[config.mk]
export PLATFORM = sky130hd
export DESIGN_NAME = sd_crc_lanes
export DESIGN_NICKNAME = d
export VERILOG_FILES = /design/src/rtl/sd_crc_lanes.sv
export SDC_FILE = /design/constraint.sdc
export NUM_CORES = 1
export LEC_CHECK = 0
export CAP_MARGIN = 20
export CELL_PAD_IN_SITES_DETAIL_PLACEMENT = 0
export CELL_PAD_IN_SITES_GLOBAL_PLACEMENT = 1
export CORE_MARGIN = 5
export CORE_UTILIZATION = 38
export DETAILED_ROUTE_END_ITERATION = 8
export PLACE_DENSITY = 0.82
export SYNTH_ARGS = -nofsm -noshare
export SYNTH_HDL_FRONTEND = slang
export SYNTH_SLANG_ARGS = --single-unit
[constraint.sdc]
create_clock -name clk_i -period 5.4 [get_ports clk_i]
set_clock_uncertainty 0.1 [all_clocks]
set_input_delay 1.08 -clock clk_i [delete_from_list [all_inputs] [get_ports clk_i]]
set_output_delay 1.08 -clock clk_i [all_outputs]
set_load 0.01 [all_outputs]
[src/rtl/sd_crc_lanes.sv]
// sd_crc_lanes: multi-lane CRC engine for the SD host datapath.
// One independent CRC shift register per lane, plus a sequenced MSB-first
// shift-out of the CRCs (SHIFT) and a receive-side residue check (CHECK).
// Optional: define SD_CRC_BITCOUNT_EN to add bit_count_o, a saturating count
// of data beats absorbed in IDLE since the last clear/reset.

// Single CRC lane: holds one shift register and exposes its next value so
// the controller can judge the residue on the same edge it is produced.
module sd_crc_lane #(
   parameter int               WIDTH = 16,
   parameter logic [WIDTH-1:0] POLY  = 16'h1021
) (
   input  logic             clk_i,
   input  logic             reset_i,
   input  logic             zero_i,   // force register to zero
   input  logic             shift_i,  // plain left shift, no feedback
   input  logic             upd_i,    // absorb data_i through the polynomial
   input  logic             data_i,
   output logic [WIDTH-1:0] sr_o,
   output logic [WIDTH-1:0] sr_d_o
);

   logic [WIDTH-1:0] sr_q, sr_d;
   logic             fb;

   // Next-state: zero beats shift beats update; otherwise hold.
   always_comb begin
      fb   = sr_q[WIDTH-1] ^ data_i;
      sr_d = sr_q;
      if (zero_i)
         sr_d = '0;
      else if (shift_i)
         sr_d = {sr_q[WIDTH-2:0], 1'b0};
      else if (upd_i)
         sr_d = {sr_q[WIDTH-2:0], 1'b0} ^ (fb ? POLY : '0);
   end

   // CRC register.
   always_ff @(posedge clk_i) begin
      if (reset_i) sr_q <= '0;
      else         sr_q <= sr_d;
   end

   assign sr_o   = sr_q;
   assign sr_d_o = sr_d;

endmodule

module sd_crc_lanes #(
   parameter int          WIDTH = 16,
   parameter logic [31:0] POLY  = 32'h1021,
   parameter int          LANES = 4
) (
   input  logic                   clk_i,
   input  logic                   reset_i,
   input  logic                   clear_i,
   input  logic                   data_valid_i,
   input  logic [LANES-1:0]       data_i,
   input  logic                   append_i,
   input  logic                   check_i,
   output logic [LANES*WIDTH-1:0] crc_o,
   output logic [LANES-1:0]       crc_bit_o,
   output logic                   shift_valid_o,
   output logic                   busy_o,
   output logic                   done_o,
   output logic [LANES-1:0]       crc_ok_o
`ifdef SD_CRC_BITCOUNT_EN
   ,
   output logic [15:0]            bit_count_o
`endif
);

   localparam int CW = $clog2(WIDTH);
   localparam logic [WIDTH-1:0] P = POLY[WIDTH-1:0];

   typedef enum logic [1:0] {S_IDLE, S_SHIFT, S_CHECK} state_t;

   state_t                         state_q;
   logic [CW-1:0]                  cnt_q;
   logic                           shift_valid_q, busy_q, done_q;
   logic [LANES-1:0]               crc_ok_q;
   logic [LANES-1:0][WIDTH-1:0]    sr, sr_d;
   logic [LANES-1:0]               zero_res;
   logic                           cnt_last, idle_absorb, lane_upd, lane_shift, lane_zero;

   // Lane control decode. In IDLE, append and check both win over data, so a
   // beat arriving with either pulse is not absorbed.
   always_comb begin
      cnt_last    = (cnt_q == CW'(WIDTH-1));
      idle_absorb = (state_q == S_IDLE) && data_valid_i && !append_i && !check_i;
      lane_upd    = idle_absorb || ((state_q == S_CHECK) && data_valid_i);
      lane_shift  = (state_q == S_SHIFT);
      lane_zero   = clear_i || ((state_q == S_SHIFT) && cnt_last);
   end

   for (genvar i = 0; i < LANES; i++) begin : g_lane
      sd_crc_lane #(.WIDTH(WIDTH), .POLY(P)) u_lane (
         .clk_i   (clk_i),
         .reset_i (reset_i),
         .zero_i  (lane_zero),
         .shift_i (lane_shift),
         .upd_i   (lane_upd),
         .data_i  (data_i[i]),
         .sr_o    (sr[i]),
         .sr_d_o  (sr_d[i])
      );
      assign zero_res[i]  = (sr_d[i] == '0);
      assign crc_bit_o[i] = shift_valid_q & sr[i][WIDTH-1];
   end

   // Sequencer: counts WIDTH shift cycles or WIDTH received check beats.
   always_ff @(posedge clk_i) begin
      if (reset_i) begin
         state_q       <= S_IDLE;
         cnt_q         <= '0;
         shift_valid_q <= 1'b0;
         busy_q        <= 1'b0;
         done_q        <= 1'b0;
         crc_ok_q      <= '0;
      end else if (clear_i) begin
         state_q       <= S_IDLE;
         cnt_q         <= '0;
         shift_valid_q <= 1'b0;
         busy_q        <= 1'b0;
         done_q        <= 1'b0;
      end else begin
         done_q <= 1'b0;
         case (state_q)
            S_IDLE: begin
               if (append_i) begin
                  state_q       <= S_SHIFT;
                  cnt_q         <= '0;
                  shift_valid_q <= 1'b1;
                  busy_q        <= 1'b1;
               end else if (check_i) begin
                  state_q  <= S_CHECK;
                  cnt_q    <= '0;
                  busy_q   <= 1'b1;
                  crc_ok_q <= '0;
               end
            end
            S_SHIFT: begin
               if (cnt_last) begin
                  state_q       <= S_IDLE;
                  shift_valid_q <= 1'b0;
                  busy_q        <= 1'b0;
                  done_q        <= 1'b1;
               end else begin
                  cnt_q <= cnt_q + CW'(1);
               end
            end
            S_CHECK: begin
               if (data_valid_i) begin
                  if (cnt_last) begin
                     state_q  <= S_IDLE;
                     busy_q   <= 1'b0;
                     done_q   <= 1'b1;
                     crc_ok_q <= zero_res;
                  end else begin
                     cnt_q <= cnt_q + CW'(1);
                  end
               end
            end
            default: state_q <= S_IDLE;
         endcase
      end
   end

`ifdef SD_CRC_BITCOUNT_EN
   logic [15:0] bit_cnt_q;

   // Saturating count of beats absorbed while accumulating.
   always_ff @(posedge clk_i) begin
      if (reset_i || clear_i)
         bit_cnt_q <= '0;
      else if (idle_absorb && (bit_cnt_q != 16'hFFFF))
         bit_cnt_q <= bit_cnt_q + 16'd1;
   end

   assign bit_count_o = bit_cnt_q;
`endif

   assign crc_o         = sr;
   assign shift_valid_o = shift_valid_q;
   assign busy_o        = busy_q;
   assign done_o        = done_q;
   assign crc_ok_o      = crc_ok_q;

endmodule
* Yosys cells after proc, flatten, opt, wreduce, memory -nomap -nowiden *
Index checks and enable logic that the tools add are counted.

storage, ports and cells
  flip-flop bits (word level) = 77
  input port bits = 10
  output and inout port bits = 75
  word-level logic and storage cells = 97

operators by class
  add/subtract/negate cells = 1
  equal/unequal tests = 10
  multiplexer cells = 41
  bitwise gates (word level) = 13
  reductions and logical operators = 22

operators by type and width
  cell                                           count
  2-to-1 mux 16 bit                              12
  zero test 16 bit                               4
  bitwise XOR 16 bit                             4
  2-to-1 mux 13 bit                              4
  2-to-1 mux 4 bit                               7
  != test 2 bit, second input constant           6
  case mux 4 bit (3 select lines)                1
  2-to-1 mux 1 bit                               8
  2-to-1 mux 2 bit                               4
  case mux 4 bit (2 select lines)                1
  case mux 2 bit (3 select lines)                1
  AND reduction 3 bit                            2
  AND reduction 6 bit                            1
  logical AND 1 bit                              5
  adder 4 x 1 -> 4 bit, second input constant    1
  AND 1 bit                                      4
  == test 4 bit, second input constant           1
  case mux 1 bit (2 select lines)                2
  nonzero test 2 bit                             2
  bitwise XOR 1 bit                              4
  != test 3 bit, second input constant           1
  case mux 1 bit (3 select lines)                1
  nonzero test 3 bit                             1
  == test 2 x 1 -> 1 bit, second input constant  1
  other kinds (7)                                9

* Logic depth before layout (Yosys ltp) *
  depth after elaboration = 12
  depth in mapped cells = 10
  gate-level depth less buffers = 8

* Modules after synthesis *
From an unflattened synthesis, not the netlist that was laid out.

unflattened totals
  cells, all modules = 428
  area total of the unflattened synthesis = 3766.1 um^2

by module, submodules not included
  module        instances  cells each  area each (um^2)  seq. area each (um^2)
  sd_crc_lane   4          80          719.4             320.3
  sd_crc_lanes  1          108         888.4             260.2

* Worst setup path after synthesis *
No wires, ideal clock.

  path kind = input-to-reg
  from = input port check_i
  to = register crc_ok_q[2], in the netlist crc_ok_o[2]
  library setup time = 0.120 ns
  arrival time = 2.448 ns
  data required time = 5.180 ns
  slack = 2.731 ns
  cell stages on the path = 7
  path buffers = 1
  cells stage by stage = nand4bb_4 and2_4 buf_6 or4_1 o311a_2 a41oi_2 o31ai_1

on the way
  cells in the longest elaborated chain, start to end = 10
  elaborated cells between the ends (all ways) = 12
  classes of those cells = 1 x eq/ne; 6 x mux; 5 x reduce/logical

RTL lines
  what                             RTL line  source
  start, declared                  60        input logic check_i,
  zero test 1 bit                  90        idle_absorb = (state_q == S_IDLE) && data_valid_i && !append_i && !check_i;
  logical AND 1 bit                90
  logical OR 1 bit                 91        lane_upd = idle_absorb || ((state_q == S_CHECK) && data_valid_i);
  2-to-1 mux 16 bit                34        else if (upd_i)
  2-to-1 mux 16 bit                32        else if (shift_i)
  2-to-1 mux 16 bit                30        if (zero_i)
  zero test 16 bit                 107       assign zero_res[i] = (sr_d[i] == '0);
  2-to-1 mux 4 bit                 154       if (cnt_last) begin
  2-to-1 mux 4 bit                 153       if (data_valid_i) begin
  case mux 4 bit (2 select lines)  128       case (state_q)
  end signal, assigned             158       crc_ok_q <= zero_res;
  end, declared                    81        logic [LANES-1:0] crc_ok_q;

Parallel ways exist; a longest one is shown, timed or not. The select of a mux whose other input is x is not followed.
A chain may end at the register's enable or synchronous reset.

* Worst setup path after layout *
  from = input port data_valid_i
  to = register crc_ok_q[3], in the netlist crc_ok_o[3]

on the way
  cells in the longest elaborated chain, start to end = 11
  elaborated cells between the ends (all ways) = 14
  classes of those cells = 1 x eq/ne; 6 x mux; 7 x reduce/logical

RTL lines
  what                             RTL line  source
  start, declared                  57        input logic data_valid_i,
  logical AND 1 bit (3 in series)  90
  logical OR 1 bit                 91
  2-to-1 mux 16 bit                34
  2-to-1 mux 16 bit                32
  2-to-1 mux 16 bit                30
  zero test 16 bit                 107
  2-to-1 mux 4 bit                 154
  2-to-1 mux 4 bit                 153
  case mux 4 bit (2 select lines)  128

Parallel ways exist; a longest one is shown, timed or not. The select of a mux whose other input is x is not followed.

==> results.json <==
{
  "io_buffers": 84,
  "viasPerCell": 5.41,
  "area.sequential_um2": 1540,
  "n_antenna_cell": 0,
  "crit_path_start_kind": "input pin",
  "core_um2": 8720,
  "drive_above_1_share_pct": 5.25,
  "critical_path_class": "in -> reg",
  "synth-edff-count": 0,
  "cts_tree": "built",
  "netlist_instances": 437,
  "crit-reg2reg-launch": "state_q[1]",
  "final-setup-viol-count": 0,
  "synth_compound_area_share_pct": 18.8,
  "pwr_density_cell_nw_per_um2": 249,
  "outcome": "finished, final reports clean",
  "die-area_um2": 11000,
  "critPathArrivalTime_ns": 3.16,
  "maxCapViolations": 0,
  "drc": 0,
  "wl_per_cell_um": 15.5,
  "die_w_um": 105,
  "end_kind": "flip-flop",
  "worstHoldStart": "crc_ok_o[1]",
  "synthAdderAreaFrac_pct": 1.83,
  "hold_buffers": 0,
  "hold_path.class": "reg -> reg",
  "hold_path_depth": 2,
  "mostFrequentLayoutCell": "nand2_1",
  "fin_tns_setup_ns": 0,
  "drv_slew": 0,
  "syn_area_um2": 3410,
  "grt_max_degree": 57,
  "grt_pass1_vias": 3149,
  "nets": 524,
  "synth_warnings": 0,
  "yosysUniqueCellTypes": 45,
  "grt_usage_pct": 17.4,
  "fmax_ghz": 0.330,
  "cts_resized": 0,
  "synth_top_family_by_area": "simple AND/OR/NAND/NOR gates",
  "antenna_found_initial": 0,
  "ff2ff_path_depth": 9,
  "n_fill_cell": 847,
  "synthXorXnorAreaFrac_pct": 1.03,
  "rsz0062_at_grt": "false",
  "ctsHtreeMaxLevel": 3,
  "ys.flop_type": "dfxtp_1",
  "gr-total-overflow": 0,
  "clock-root-buffer": "clkbuf_8",
  "synth_fp_nets": 452,
  "synthSimpleGateAreaFrac_pct": 28.5,
  "yosysSeqAreaShare_pct": 45.2,
  "io_pins": 85,
  "async_flop_share_pct": 0,
  "via_count": 3366,
  "clk_pin_slew_ns": 0.08,
  "numCtsBuffers": 9,
  "ant_nets": 0,
  "cts_buffer_depth": 2,
  "vdd_drop_max_uv": 129,
  "clock_sinks": 77,
  "crit_path_max_fanout": 36,
  "final_cell_mix": "126 x nand2_1, 84 x clkdlybuf4s50_1, 77 x dfxtp_1, 68 x a21oi_1, 16 x nor4_1",
  "wirelength_mm": 9.65,
  "area_growth_pct": 32.3,
  "tightest_slew_ns": 0.649,
  "synth.area.mux_share_pct": 0.330,
  "postCtsSetupRepairBufs": 0,
  "grt_pass1_wl_mm": 16.1,
  "final_core_util_pct": 51.8,
  "cp_data_required_time_ns": 5.54,
  "dp_hpwl_mm": 6.61,
  "fp.dieH_um": 105,
  "fin_worst_hold_slack_ns": 0.364,
  "multiInputGateArea_um2": 1720,
  "critPathLaunch": "data_valid_i",
  "fin_crit_ns": 3.03,
  "synth.ff_latch_count": 77,
  "first_pass_iters": 4,
  "finalCritPeriodShare_pct": 56.1,
  "slew_headroom_pct": 56.7,
  "place_congestion": 0.785,
  "insertion_delay_ns": 0.35,
  "drtIter0Drc": 191,
  "initial_core_util_pct": 39.1,
  "rows": 34,
  "finalHoldViolations": 0,
  "p_leak_nw": 1.43,
  "avgSynthCellArea_um2": 7.81
}
power by group:
group / leakage (nW) / internal (mW) / switching (mW)
registers: 0.621 / 0.572 / 0.00564
clock network: 0.0923 / 0.213 / 0.215
logic: 0.717 / 0.0420 / 0.0781
total: 1.43 / 0.827 / 0.299
state kept, by name, indices dropped and copies added (netlist names):
register / cells
busy_o: 1
cnt_q: 4
crc_ok_o: 4
done_o: 1
g_lane.u_lane.sr_o: 64
shift_valid_o: 1
state_q: 2
synth_stat cells (2+ instances only):
| library cell | instances | area (um^2) |
|---|---|---|
| or3_1 | 3 | 18.8 |
| nand3_1 | 8 | 40.0 |
| o21ai_1 | 2 | 10.0 |
| clkbuf_1 | 18 | 67.6 |
| a311oi_1 | 3 | 26.3 |
| nand2_1 | 126 | 473 |
| o32ai_1 | 3 | 26.3 |
| ha_1 | 5 | 62.6 |
| and2_1 | 6 | 37.5 |
| xnor2_1 | 4 | 35.0 |
| a21oi_1 | 68 | 340 |
| or4_1 | 8 | 60.1 |
| a2111oi_0 | 2 | 17.5 |
| o21ai_0 | 10 | 50.1 |
| or2_2 | 2 | 12.5 |
| nor3_1 | 9 | 45.0 |
| o31ai_1 | 2 | 15.0 |
| dfxtp_1 | 77 | 1540 |
| buf_2 | 2 | 10.0 |
| nor4_1 | 16 | 100 |
| a31oi_1 | 4 | 25.0 |
| a41oi_1 | 5 | 43.8 |
| buf_1 | 5 | 18.8 |
| inv_1 | 9 | 33.8 |
| a21boi_0 | 2 | 15.0 |
| nor2b_1 | 4 | 25.0 |
| nor2_1 | 10 | 37.5 |
| nand2b_1 | 2 | 12.5 |
| nand3b_1 | 6 | 45.0 |
final cells by class:
type / instances / share of cell area, %
Tap cell: 108 / 2.99
Clock buffer: 10 / 2.83
Inverter: 9 / 0.748
Sequential cell: 77 / 34.1
Multi-Input combinational cell: 324 / 38.2
Clock inverter: 6 / 1.41
Timing Repair Buffer: 88 / 19.7
worst paths after layout:
kind / endpoint / slack (ns)
setup / recovery: crc_ok_o[3] / 2.37
hold / removal: crc_ok_o[1] / 0.36
setup reg to reg: crc_ok_o[3] / 2.78
hold reg to reg: crc_ok_o[1] / 0.36
metrics by stage:
stage / power [mW] / setup slack, ns / cell area [um^2] / cells
3_3_place_gp: 0.707 / 2.01 / 4300 / 605
5_1_grt: 1.18 / 2.19 / 4520 / 622
6_report: 1.13 / 2.37 / 4520 / 622
3_5_place_dp: 0.708 / 1.98 / 4300 / 605
4_1_cts: 1.13 / 2.34 / 4490 / 621
2_1_floorplan: 0.673 / 2.73 / 3410 / 437
critical path, stage by stage:
cell             delay, ns
clkdlybuf4s50_1       0.53
a21oi_1               0.29
and2_2                0.63
nor4_1                0.09
o2111a_1              0.27
a31oi_1               0.16
o31ai_1               0.10
layer usage:
| metal | global-route usage, % | part of all wire (%) | vias to the layer above |
|---|---|---|---|
| met5 | 0 | 0 | - |
| met1 | 24.2 | 49 | 1592 |
| met4 | 5.75 | 1.2 | 0 |
| met2 | 26.7 | 45 | 96 |
| li1 | - | - | 1667 |
| met3 | 4.19 | 5.5 | 11 |
cells by family after synthesis:
family | after synthesis
AND/OR/NAND/NOR | 206
AO/OA/AOI/OAI | 108
flip-flops | 77
buffers and inverters | 36
adder cells (fa/ha/maj) | 5
XOR/XNOR | 4
multiplexers | 1
(Power assumes the default switching activity.)
